===== config.mk =====
export PLATFORM = sky130hd
export DESIGN_NAME = stopwatch_top_flat
export DESIGN_NICKNAME = d
export VERILOG_FILES = /design/src/rtl/stopwatch_top_if.sv /design/src/rtl/stopwatch_top.sv /design/src/flat_wrapper.sv
export SDC_FILE = /design/constraint.sdc
export NUM_CORES = 1
export LEC_CHECK = 0
export BUFFER_PORTS_ARGS = -buffer_cell sky130_fd_sc_hd__buf_4
export CAP_MARGIN = 5
export CORE_MARGIN = 1
export CORE_UTILIZATION = 30
export DETAILED_ROUTE_END_ITERATION = 10
export PLACE_DENSITY = 0.53
export SLEW_MARGIN = 30
export SYNTH_ARGS = -nofsm -noshare
export SYNTH_HDL_FRONTEND = slang
export SYNTH_SLANG_ARGS = --single-unit

===== constraint.sdc =====
create_clock -name clk -period 2.3 [get_ports clk]
set_input_delay 0.115 -clock clk [delete_from_list [all_inputs] [get_ports clk]]
set_output_delay 0.115 -clock clk [all_outputs]
set_load 0.05 [all_outputs]

===== src/rtl/stopwatch_top_if.sv =====
// Control strobes and display outputs of the mm:ss stopwatch.
// The master drives the strobes and the slave drives the counters and status.
interface stopwatch_top_if;
    logic       start;
    logic       stop;
    logic       reset;
    logic [7:0] minutes;
    logic [5:0] seconds;
    logic [1:0] status;

    modport master (output start, stop, reset, input minutes, seconds, status);
    modport slave  (input start, stop, reset, output minutes, seconds, status);
endinterface


===== src/rtl/stopwatch_top.sv =====
// Minutes:seconds stopwatch with a prescaler-driven one-second tick and start/pause/clear strobes.
// Optional macro STOPWATCH_SATURATE_EN: hold at MAX_MIN:59 and pause instead of wrapping to 00:00.
module stopwatch_top #(
    parameter int unsigned TICK_DIV = 1,
    parameter int unsigned MAX_MIN  = 99
) (
    input  logic           clk,
    input  logic           rst_n,
    stopwatch_top_if.slave sw
);
    localparam int unsigned PW = (TICK_DIV > 1) ? $clog2(TICK_DIV) : 1;

    typedef enum logic [1:0] {
        IDLE    = 2'b00,
        RUNNING = 2'b01,
        PAUSED  = 2'b10
    } state_e;

    state_e        state_q;
    logic [7:0]    min_q;
    logic [5:0]    sec_q;
    logic [PW-1:0] pre_q;
    logic          tick_d;
    logic          at_max_d;

    always_comb begin
        tick_d   = (state_q == RUNNING) && (pre_q == PW'(TICK_DIV - 1));
        at_max_d = (min_q == 8'(MAX_MIN)) && (sec_q == 6'd59);
    end

    always_ff @(posedge clk or negedge rst_n) begin
        if (!rst_n) begin
            state_q <= IDLE;
            min_q   <= '0;
            sec_q   <= '0;
            pre_q   <= '0;
        end else if (sw.reset) begin
            state_q <= IDLE;
            min_q   <= '0;
            sec_q   <= '0;
            pre_q   <= '0;
        end else begin
            case (state_q)
                IDLE, PAUSED: begin
                    // stop outranks start, so a simultaneous pair leaves the state untouched
                    if (!sw.stop && sw.start) state_q <= RUNNING;
                end
                RUNNING: begin
                    if (sw.stop) begin
                        state_q <= PAUSED;
                    end else if (tick_d) begin
                        pre_q <= '0;
                        if (at_max_d) begin
`ifdef STOPWATCH_SATURATE_EN
                            state_q <= PAUSED;
`else
                            min_q <= '0;
                            sec_q <= '0;
`endif
                        end else if (sec_q == 6'd59) begin
                            sec_q <= '0;
                            min_q <= min_q + 8'd1;
                        end else begin
                            sec_q <= sec_q + 6'd1;
                        end
                    end else begin
                        pre_q <= pre_q + PW'(1);
                    end
                end
                default: state_q <= IDLE;
            endcase
        end
    end

    assign sw.minutes = min_q;
    assign sw.seconds = sec_q;
    assign sw.status  = state_q;
endmodule


===== src/flat_wrapper.sv =====
// flat-port wrapper written by rule: the top's interface ports become plain ports
module stopwatch_top_flat 
#(
    parameter int unsigned TICK_DIV = 1,
    parameter int unsigned MAX_MIN  = 99
)
  (clk, rst_n, sw_start, sw_stop, sw_reset, sw_minutes, sw_seconds, sw_status);
  stopwatch_top_if sw_i ();
  input  logic clk;
  input  logic rst_n;
  input wire logic [$bits(sw_i.start)-1:0] sw_start;
  input wire logic [$bits(sw_i.stop)-1:0] sw_stop;
  input wire logic [$bits(sw_i.reset)-1:0] sw_reset;
  output wire logic [$bits(sw_i.minutes)-1:0] sw_minutes;
  output wire logic [$bits(sw_i.seconds)-1:0] sw_seconds;
  output wire logic [$bits(sw_i.status)-1:0] sw_status;
  assign sw_i.start = sw_start;
  assign sw_i.stop = sw_stop;
  assign sw_i.reset = sw_reset;
  assign sw_minutes = sw_i.minutes;
  assign sw_seconds = sw_i.seconds;
  assign sw_status = sw_i.status;
  stopwatch_top #(.TICK_DIV(TICK_DIV), .MAX_MIN(MAX_MIN)) u_core (.clk(clk), .rst_n(rst_n), .sw(sw_i));
endmodule

# After elaboration in Yosys (flattened, before gate mapping)
# Index checks and enable logic that the tools add are counted.
classes:
  add_sub_neg: 3
  eq_ne: 7
  mux: 20
  n_bitwise: 1
  n_reduce_logical: 13
ops:
  columns: ["op", "count"]
  rows:
  - ["$mux W8", 6]
  - ["$mux W6", 6]
  - ["$add A8 B1 Y8 const B", 1]
  - ["$eq A8 B7 Y1 const B", 1]
  - ["$add A6 B1 Y6 const B", 1]
  - ["$eq A6 B6 Y1 const B", 1]
  - ["$mux W2", 3]
  - ["$mux W1", 4]
  - ["$pmux W2 S2", 1]
  - ["$reduce_and A2 Y1", 2]
  - ["$reduce_and A4 Y1", 1]
  - ["$reduce_bool A2 Y1", 2]
  - ["$logic_and A1 B1 Y1", 3]
  - ["$ne A3 B2 Y1 const B", 1]
  - ["$ne A3 B3 Y1 const B", 1]
  - ["$reduce_and A3 Y1", 1]
  - ["$reduce_bool A3 Y1", 1]
  - ["$eq A2 B1 Y1 const B", 1]
  - ["$eq A2 B2 Y1 const B", 1]
  - ["$logic_not A2 Y1", 1]
  - ["$ne A2 B1 Y1 const B", 1]
  - ["$reduce_or A2 Y1", 1]
  - ["$add A1 B1 Y1 const B", 1]
  - ["$logic_not A1 Y1", 1]
  - ["$not A1 Y1", 1]
totals:
  reg_bits: 17
  in_bits: 5
  elab_cells: 48

# Logic depth before layout (Yosys ltp)
# Gate-level depths: netlist of run 1.
logic_depth:
  depth_word: 7
  depth_mapped: 6

# Worst setup path after synthesis of run 1
# OpenSTA, ideal clock, no wires.
synth_timing:
  path_type: "register to register"
  from: "register u_core.min_q[0] (netlist: u_core.sw.minutes[0])"
  to: "register u_core.min_q[2] (netlist: u_core.sw.minutes[2])"
  setup_ns: 0.161
  arrival_time_ns: 2.021
  required_time_ns: 2.139
  slack_ns: 0.117
  stages_incl_launch_ff: 7
  period_less_slack_ns: 2.183
  path_cell_list: "dfrtp_1 ha_1 or4b_1 or3_1 buf_6 a31oi_1 a311oi_1"
synth_via:
  elab_chain_cells: 7
synth_rtl:
  columns: ["item", "line", "source"]
  rows:
  - ["start, declared", "stopwatch_top.sv:20", "logic [7:0] min_q;"]
  - ["start signal, assigned", "stopwatch_top.sv:62", "min_q <= min_q + 8'd1;"]
  - ["$add A8 B1 Y8 / $eq A8 B7 Y1 (equally long branches)", "stopwatch_top.sv:62, stopwatch_top.sv:28", null]
  - ["$mux W8 / $logic_and A1 B1 Y1 (equally long branches)", "stopwatch_top.sv:60, stopwatch_top.sv:28", null]
  - ["$mux W8", "stopwatch_top.sv:53", "if (at_max_d) begin"]
  - ["$mux W8", "stopwatch_top.sv:51", "end else if (tick_d) begin"]
  - ["$mux W8", "stopwatch_top.sv:49", "if (sw.stop) begin"]
  - ["$mux W8", "stopwatch_top.sv:43", "case (state_q)"]
  - ["$mux W8", "stopwatch_top.sv:37", "end else if (sw.reset) begin"]
# Parallel ways exist; a longest one is shown, timed or not. The select of a mux whose other input is x is not followed.
# A chain may end at the register's enable or synchronous reset.

# Worst setup path in the final report of run 1
# Ends and elaborated chain as after synthesis.

==> results of run 1 <==
-- cell usage after synthesis, types with 2 or more instances --
cell	count
dfrtp_1	17
nand2_1	15
a21oi_1	10
nand2b_1	6
nor2_1	6
nand3_1	5
or3_1	5
nand3b_1	4
a311oi_1	3
and3_1	2
clkbuf_1	2
ha_1	2
o21ai_0	2
o21ai_1	2
o32ai_1	2
or4_1	2
or4b_1	2
-- logic make-up after synthesis --
group | after synthesis | synth area share [%]
and+or+nand+nor | 57 | 35.6
adders and majority gates | 2 | 2.58
AOI/OAI and AO/OA | 23 | 15.0
buffers and inverters | 5 | 3.09
DFF | 17 | 43.8
-- power groups by stage --
| stage | Sequential [mW] | Combinational [mW] | Clock (mW) |
|---|---|---|---|
| floorplan | 0.317 | 0.0142 | 0 |
| global placement | 0.310 | 0.0420 | 0 |
| detailed placement | 0.310 | 0.0419 | 0 |
| CTS | 0.304 | 0.0433 | 0.180 |
| global route | 0.305 | 0.0469 | 0.190 |
| finish | 0.304 | 0.0421 | 0.168 |
-- area by class of cell --
class	count	area (um^2)	area share, %
Clock buffer	4	26.3	2.20
Inverter	1	3.75	0.314
Multi-Input combinational cell	82	515	43.2
Sequential cell	17	425	35.6
Tap cell	44	55.1	4.61
Timing Repair Buffer	22	168	14.0
-- per-stage QoR --
stage	util, %	setup WS [ps]
after CTS	39.1	364
after detailed placement	37.9	385
after global placement	37.9	425
after floorplan	-	117
final	39.1	359
after global routing	39.1	229
-- critical path, cell delays in order (launching register included) --
cell and delay (ps):
dfrtp_1 430, ha_1 220, or4b_1 420, or3_1 470
a31oi_1 220, a311oi_1 60
-- per-layer routing --
layer  wire length [um]  GRT usage [%]  vias up
li1                   -              -      430
met1               1040           18.8      390
met2                896           19.6       17
met3                 80           2.20        4
met4                 40           8.16        0
met5                  0              0        -
-- cells in the final DEF (no fill, tap or decap), types with 3 or more instances in the layout --
cell,synthesis,routed
nor2_1,6,6
a311oi_1,3,3
nand3_1,5,5
nand2_1,15,15
nand2b_1,6,6
nand3b_1,4,4
clkbuf_4,0,3
buf_4,1,21
a21oi_1,10,10
or3_1,5,5
dfrtp_1,17,17
-- registers in the layout, indices dropped and copies added, names as in the netlist --
signal and cells:
u_core.pre_q 1, u_core.sw.minutes 8, u_core.sw.seconds 6, u_core.sw.status 2
-- how the worst max path moves through the flow --
| stage | startpoint | to | slack [ps] | depth (start not counted) |
|---|---|---|---|---|
| 4_1_cts | u_core.sw.minutes[0] | u_core.sw.minutes[2] | 360 | 5 |
| 3_5_place_dp | u_core.sw.minutes[0] | u_core.sw.minutes[2] | 390 | 5 |
| 6_report | u_core.sw.minutes[0] | u_core.sw.minutes[2] | 360 | 5 |
| 2_1_floorplan | u_core.sw.minutes[0] | u_core.sw.minutes[2] | 120 | 6 |
| 3_3_place_gp | u_core.sw.minutes[0] | u_core.sw.minutes[2] | 430 | 5 |
| 5_1_grt | u_core.sw.minutes[0] | u_core.sw.minutes[2] | 230 | 5 |
==> flow_summary.ini, run 1 <==
[outcome]
status = completed

[logic_synthesis]
ys_seq_area_share_pct = 43.8
syn-num-nets = 111
synthArstFlopShare_pct = 100
synth_area_per_cell_um2 = 9.34
synth.largest_area_cell = dfrtp_1
yosys_register_bits = 17
yosysWarnings = 0
syn_inst = 104
post-synth-top-area-fraction_pct = 43.8
synth_area_um2 = 971
synth_cell_type_count = 34
synth_area_leaders = dfrtp_1, nand2_1, a21oi_1
synth-edff-count = 0
synth_flop_cell = dfrtp_1

[hold_path]
hold_class = input port to flop
hold_path_end = u_core.sw.status[0]
min-delay-start = sw_stop
hold-path-cell-count = 2

[global_routing]
antenna_found_initial = 0
grt_pass1_wl_mm = 3.46
grtUsageTotal_pct = 13.5
first_global_vias = 730
overflow = 0
grt_start_max_net_pins = 23

[die]
dieHeight_um = 58.9
pin_count = 21
core_area_mm2 = 0.00305
initial_core_util_pct = 31.8
die-area_mm2 = 0.00347
fp.dieW_um = 58.9
num_rows = 20

[clocking]
worstSkewPairLatency_ps = 300
cts_root_buf = clkbuf_4
cts_setup_buffers = 0
cts_resized = 0
clk_pin_slew_ps = 100
clkSinkCount = 17
cts_hold_buf = 1
htree_levels = 1
cts_tree = yes
cts.path.max_buffers = 2
numCtsBuffers = 3

[sta]
fin_crit_ps = 1940
fin_crit_sh_pct = 84.4
setup_viol = 0
report.final.slew_viol_count = 0
hold_viol_final = 0
max_freq_ghz = 0.515
holdWs_ps = 26.0
grt_setup_unrepaired = false
slew_headroom_pct = 78.5
skew_ps = 3.03
setup_tns_ps = 0
tightest_slew_ps = 322

[route]
wire_per_inst_um = 12.1
drcViolationCount = 0
vias = 841
ant_nets = 0
drt_pass1_iterations = 4
wirelength_mm = 2.06
drtIter0Drc = 20
via_per_inst = 4.95

[cells_and_area]
nets = 134
num_antenna_cells = 0
design_area_mm2 = 0.00119
drive_gt1_share_pct = 21.4
fin_cells = 170
n_fill_cell = 336
syn_to_final_growth_pct = 22.9

[worst_setup_path]
timing.rr.start = u_core.sw.minutes[0]
rr_endpoint = u_core.sw.minutes[2]
r2r_cells = 5
path_max_fanout = 9
crit_arrival_ps = 2120
reg2reg_slack_ps = 360
worst_setup_path_end_kind = flop
crit_required_ps = 2480
crit_type = flop to flop
cp-start-kind = flop

[power_and_ir_drop]
pwr-share-comb_pct = 8.2
ir_drop_mv = 0.148
power_mw = 0.514
seq_power_share_pct = 59.1
powerDensity_mw_per_mm2 = 431
clockPowerShare_pct = 32.7
switching_share_pct = 25.3
switching_power_mw = 0.130
p_leak_nw = 0.493
cell_internal_pwr_mw = 0.384

[placement]
place_inst = 165
placed_area_mm2 = 0.00116
place.gp.congestion = 0.731
io_buffers = 20
hpwl_mm = 1.42

[flow_run]
cap_violations = 0
Power figures use the tool's default switching activity.
==> run 2, diff against run 1 <==
- ABC_AREA: default -> 1
- PLACE_DENSITY: 0.53 -> 0.54
- clock period: 2.3 -> 1.6 ns (I/O delays scaled with it)
==> flow_summary.ini, run 2 <==
[sta]
grt_setup_unrepaired = false
report.final.slew_viol_count = 0
tightest_slew_ps = 298
fin_crit_sh_pct = 89.4
hold_viol_final = 0
max_freq_ghz = 0.699
setup_viol = 0
setup_tns_ps = 0
slew_headroom_pct = 79.9
fin_crit_ps = 1430
skew_ps = 1.97

[logic_synthesis]
synth.largest_area_cell = dfrtp_1
synth_area_leaders = dfrtp_1, nand2_1, nand3_1
synth-edff-count = 0
synth_area_mm2 = 0.00111
synth_cell_type_count = 24
netlist_top_cells_count = nand2_1, nor2_1, dfrtp_1, nand3_1, inv_1
syn_inst = 142
post-synth-top-area-fraction_pct = 38.3
yosys_register_bits = 17
yosysWarnings = 0
yosys.cell_count.top_type = nand2_1
ys_seq_area_share_pct = 38.3
synthArstFlopShare_pct = 100
syn-num-nets = 149
synth_flop_cell = dfrtp_1
synth_area_per_cell_um2 = 7.82

[route]
via_per_inst = 4.51
vias = 947
wirelength_mm = 2.39
drt_pass1_iterations = 4
drtIter0Drc = 12
wire_per_inst_um = 11.4
drcViolationCount = 0
ant_nets = 0

[clocking]
cts.path.max_buffers = 2
cts_setup_buffers = 0
clkSinkCount = 17
worstSkewPairLatency_ps = 250
cts_tree = yes
numCtsBuffers = 3
clk_pin_slew_ps = 70
htree_levels = 1
cts_root_buf = clkbuf_8

[cells_and_area]
final_common_cell = nand2_1
nets = 172
syn_to_final_growth_pct = 20.8
drive_gt1_share_pct = 23.2
design_area_mm2 = 0.00134
num_antenna_cells = 0
final_cell_mix = nand2_1, buf_4, nor2_1, nand3_1, inv_1
largest_reg_flops = 8

[power_and_ir_drop]
clockPowerShare_pct = 24.5
seq_power_share_pct = 40.1
pwr-share-comb_pct = 35.4
powerDensity_mw_per_mm2 = 1010
switching_power_mw = 0.547
cell_internal_pwr_mw = 0.807
ir_drop_mv = 0.652
p_leak_nw = 0.649
switching_share_pct = 40.4

[worst_setup_path]
worst_setup_path_end_kind = flop
timing.rr.start = u_core.sw.seconds[0]
crit_type = flop to flop
rr_endpoint = u_core.sw.minutes[0]
cp_slowest_cell = dfrtp_2
r2r_cells = 7
path_cells = ha_1, nand3_1, nor2_2, nor2_2, nor2_8, nand2_2, o21ai_2
reg2reg_slack_ps = 170
crit_arrival_ps = 1610
cp_top_family = simple AND/OR/NAND/NOR gates
slowest_delay_ps = 390
path_max_fanout = 8
cpMostUsedCell = nor2_2
crit_required_ps = 1780
cp-start-kind = flop
critPathBufInv = 0

[flow_run]
cap_violations = 0

[die]
pin_count = 21
fp.dieW_um = 62.9
core_area_mm2 = 0.00344
initial_core_util_pct = 32.3
die-area_mm2 = 0.00395
dieHeight_um = 62.9
num_rows = 21

[global_routing]
grtUsageTotal_pct = 13.7
grt_start_max_net_pins = 18
antenna_found_initial = 0
overflow = 0
grt_pass1_wl_mm = 4.15
first_global_vias = 896

[hold_path]
min-delay-start = sw_start
hold-path-cell-count = 4
hold_path_end = u_core.sw.status[0]
hold_class = input port to flop

[placement]
place.gp.congestion = 0.806
hpwl_mm = 1.81
io_buffers = 20
placed_area_mm2 = 0.00128

[outcome]
status = completed
run 2: changes by cell type after synthesis, sizes merged, moves of 6 or more:
| cell | previous run | this run |
|---|---|---|
| nor2 | 6 | 22 |
| inv | 1 | 16 |
| nand2 | 15 | 41 |
| a21oi | 10 | 0 |
| nand2b | 6 | 0 |
| o21ai | 4 | 14 |
| nand3 | 6 | 18 |
run 2: what timing repair did:
action | in CTS | in global routing
hold endpoints to repair | 17 | 0
hold buffers | 1 | 0
gates resized for setup | 0 | 1
setup endpoints to repair | 0 | 3
run 2: worst max-delay path by stage:
stage,from,to,slack (ps),cells after the start
final,u_core.sw.seconds[0],u_core.sw.minutes[0],170,7
after global routing,u_core.sw.seconds[1],u_core.sw.minutes[4],40,7
after CTS,u_core.sw.seconds[0],u_core.sw.seconds[3],90,6
after detailed placement,u_core.sw.seconds[0],u_core.sw.seconds[3],110,6
after global placement,u_core.sw.seconds[0],u_core.sw.minutes[2],160,5
after floorplan,u_core.sw.minutes[1],u_core.sw.minutes[6],-20,9
run 2: cell type report:
type / count / area (um^2)
fillers: 363 / 2100
multi-input cells: 106 / 588
flip-flops and latches: 17 / 429
repair buffers: 21 / 160
inverters: 16 / 62.6
well taps: 46 / 57.6
clock buffers: 4 / 45.0
run 2: kinds of logic after synthesis:
kind of cell | after synthesis | synth area share, %
and+or+nand+nor | 85 | 38.0
xor gates and xnor gates | 3 | 2.37
DFF | 17 | 38.3
adders and majority gates | 2 | 2.25
buffers and inverters | 19 | 9.46
AOI/OAI and AO/OA | 16 | 9.69
run 2: power by group through the flow:
stage / Clock, mW / Combinational [mW] / Sequential [mW]
after floorplan: 0 / 0.189 / 0.714
after global placement: 0 / 0.476 / 0.547
final: 0.331 / 0.479 / 0.543
after detailed placement: 0 / 0.479 / 0.552
after global routing: 0.368 / 0.512 / 0.553
after CTS: 0.342 / 0.484 / 0.544
run 2: layer usage:
layer | up-vias | part of all wire (%) | wire length (um) | global-route usage, %
met3 | 4 | 2.4 | 57 | 2.55
met5 | - | 0 | 0 | 0
met1 | 433 | 45 | 1090 | 15.7
met4 | 0 | 2.1 | 51 | 7.85
met2 | 13 | 50 | 1190 | 23.5
li1 | 497 | - | - | -
run 2: per-stage QoR:
stage	util, %	std cells	setup WS [ps]	hold slack [ps]	total power [mW]
after floorplan	-	142	-16.1	-216	0.903
after global placement	37.2	205	164	-37.7	1.02
after detailed placement	37.2	205	113	-34.2	1.03
after CTS	38.8	210	93.3	148	1.37
after global routing	39.0	210	35.2	169	1.43
final	39.0	210	170	160	1.35
run 2: worst register-to-register path, delay by kind of cell (launching register included):
kind            cells  cell delay (ps)
compound gates      1              100
fa+ha+maj           1              190
flops               1              390
simple gates        5              690
==> run 3, diff against run 2 <==
- ABC_AREA: 1 -> default
- PLACE_DENSITY: 0.54 -> 0.55
- SKIP_CTS_REPAIR_TIMING: default -> 1
==> flow_summary.ini, run 3 (synthesis results as in run 1) <==
[global_routing]
overflow = 0
first_global_vias = 811
grt_start_max_net_pins = 23
antenna_found_initial = 0
grt_pass1_wl_mm = 3.92
grtUsageTotal_pct = 15.0

[worst_setup_path]
crit_arrival_ps = 1960
slowest_delay_ps = 450
r2r_cells = 5
cp_slowest_cell = or4b_4
cp_top_family = simple AND/OR/NAND/NOR gates
rr_endpoint = u_core.sw.minutes[5]
path_max_fanout = 5
cp-start-kind = flop
timing.rr.start = u_core.sw.minutes[1]
path_cells = ha_4, or4b_4, or3_4, a21oi_1, o32ai_1
worst_setup_path_end_kind = flop
crit_required_ps = 1790
crit_type = flop to flop
reg2reg_slack_ps = -180
critPathBufInv = 0

[placement]
place.gp.congestion = 0.759
io_buffers = 20
hpwl_mm = 1.69
place_worst_setup_slack_ps = -208

[sta]
fin_crit_ps = 1780
report.final.slew_viol_count = 0
skew_ps = 6.03
grt_setup_unrepaired = true
setup_viol = 8
fin_crit_sh_pct = 111
slew_headroom_pct = 80.6
tightest_slew_ps = 291
hold_viol_final = 0
finalWorstSetupSlack_ps = -178
max_freq_ghz = 0.562

[die]
initial_core_util_pct = 31.8
num_rows = 20
pin_count = 21
core_area_mm2 = 0.00305
dieHeight_um = 58.9
fp.dieW_um = 58.9
die-area_mm2 = 0.00347

[flow_run]
cap_violations = 0

[hold_path]
min-delay-start = sw_start
hold_path_end = u_core.sw.status[0]
hold_class = input port to flop
hold-path-cell-count = 3

[clocking]
worstSkewPairLatency_ps = 290
clkSinkCount = 17
cts_root_buf = clkbuf_4
numCtsBuffers = 3
cts.path.max_buffers = 2
cts_tree = yes
htree_levels = 1
clk_pin_slew_ps = 120

[route]
drtIter0Drc = 26
vias = 951
ant_nets = 0
wirelength_mm = 2.43
drcViolationCount = 0
drt_pass1_iterations = 4
wire_per_inst_um = 12.8
via_per_inst = 5.01

[outcome]
status = finished, violations left
violations = negative setup slack

[cells_and_area]
drive_gt1_share_pct = 44.5
nets = 154
register_area_um2 = 435
syn_to_final_growth_pct = 46.0
final_common_cell = buf_4
largest_reg_flops = 8
final_cell_mix = buf_4, nand2_1, dfrtp_1, a21oi_1, dfrtp_2
num_antenna_cells = 0
multiInputGateArea_um2 = 583
n_fill_cell = 315

[power_and_ir_drop]
ir_drop_mv = 0.409
p_leak_nw = 0.587
powerDensity_mw_per_mm2 = 533
power_mw = 0.756
## run 3: area by class of cell
class / count / area share, %
Clock inverter: 1 / 0.353
Sequential cell: 17 / 30.7
Inverter: 1 / 0.265
Multi-Input combinational cell: 83 / 41.1
Tap cell: 44 / 3.88
Clock buffer: 3 / 1.59
Timing Repair Buffer: 41 / 22.1
## run 3: stage by stage
step	TNS, ps	utilization (%)	std cells	area [um^2]	hold WS (ps)
2_1_floorplan	-2440	-	104	1020	-216
3_3_place_gp	-969	42.8	179	1310	-36.8
3_5_place_dp	-1290	42.8	179	1310	-35.0
4_1_cts	-1500	43.7	183	1340	-376
5_1_grt	-1530	46.4	190	1420	34.2
6_report	-937	46.4	190	1420	42.9
## run 3: how the worst max path moves through the flow
stage,cells past startpoint,end,startpoint
floorplan,6,u_core.sw.minutes[2],u_core.sw.minutes[1]
global placement,5,u_core.sw.minutes[2],u_core.sw.minutes[1]
detailed placement,5,u_core.sw.minutes[2],u_core.sw.minutes[1]
CTS,5,u_core.sw.minutes[2],u_core.sw.minutes[1]
global route,5,u_core.sw.minutes[6],u_core.sw.minutes[1]
finish,5,u_core.sw.minutes[5],u_core.sw.minutes[1]
## run 3: metal layers
metal,wire (um),vias to the layer above,GRT usage [%]
met3,75,2,1.98
met5,0,-,0
met2,1140,20,22.2
li1,-,469,-
met4,17,0,6.12
met1,1200,460,21.7
## run 3: worst reg2reg max path, cell delays in order, from the launching register on
cell     delay (ps)
dfrtp_2         420
ha_4            140
or4b_4          450
or3_4           420
a21oi_1         150
o32ai_1          90
## run 3: power breakdown
part,switching (mW),internal [mW]
combinational,0.0437,0.0324
sequential,0.00323,0.433
clock,0.151,0.0928
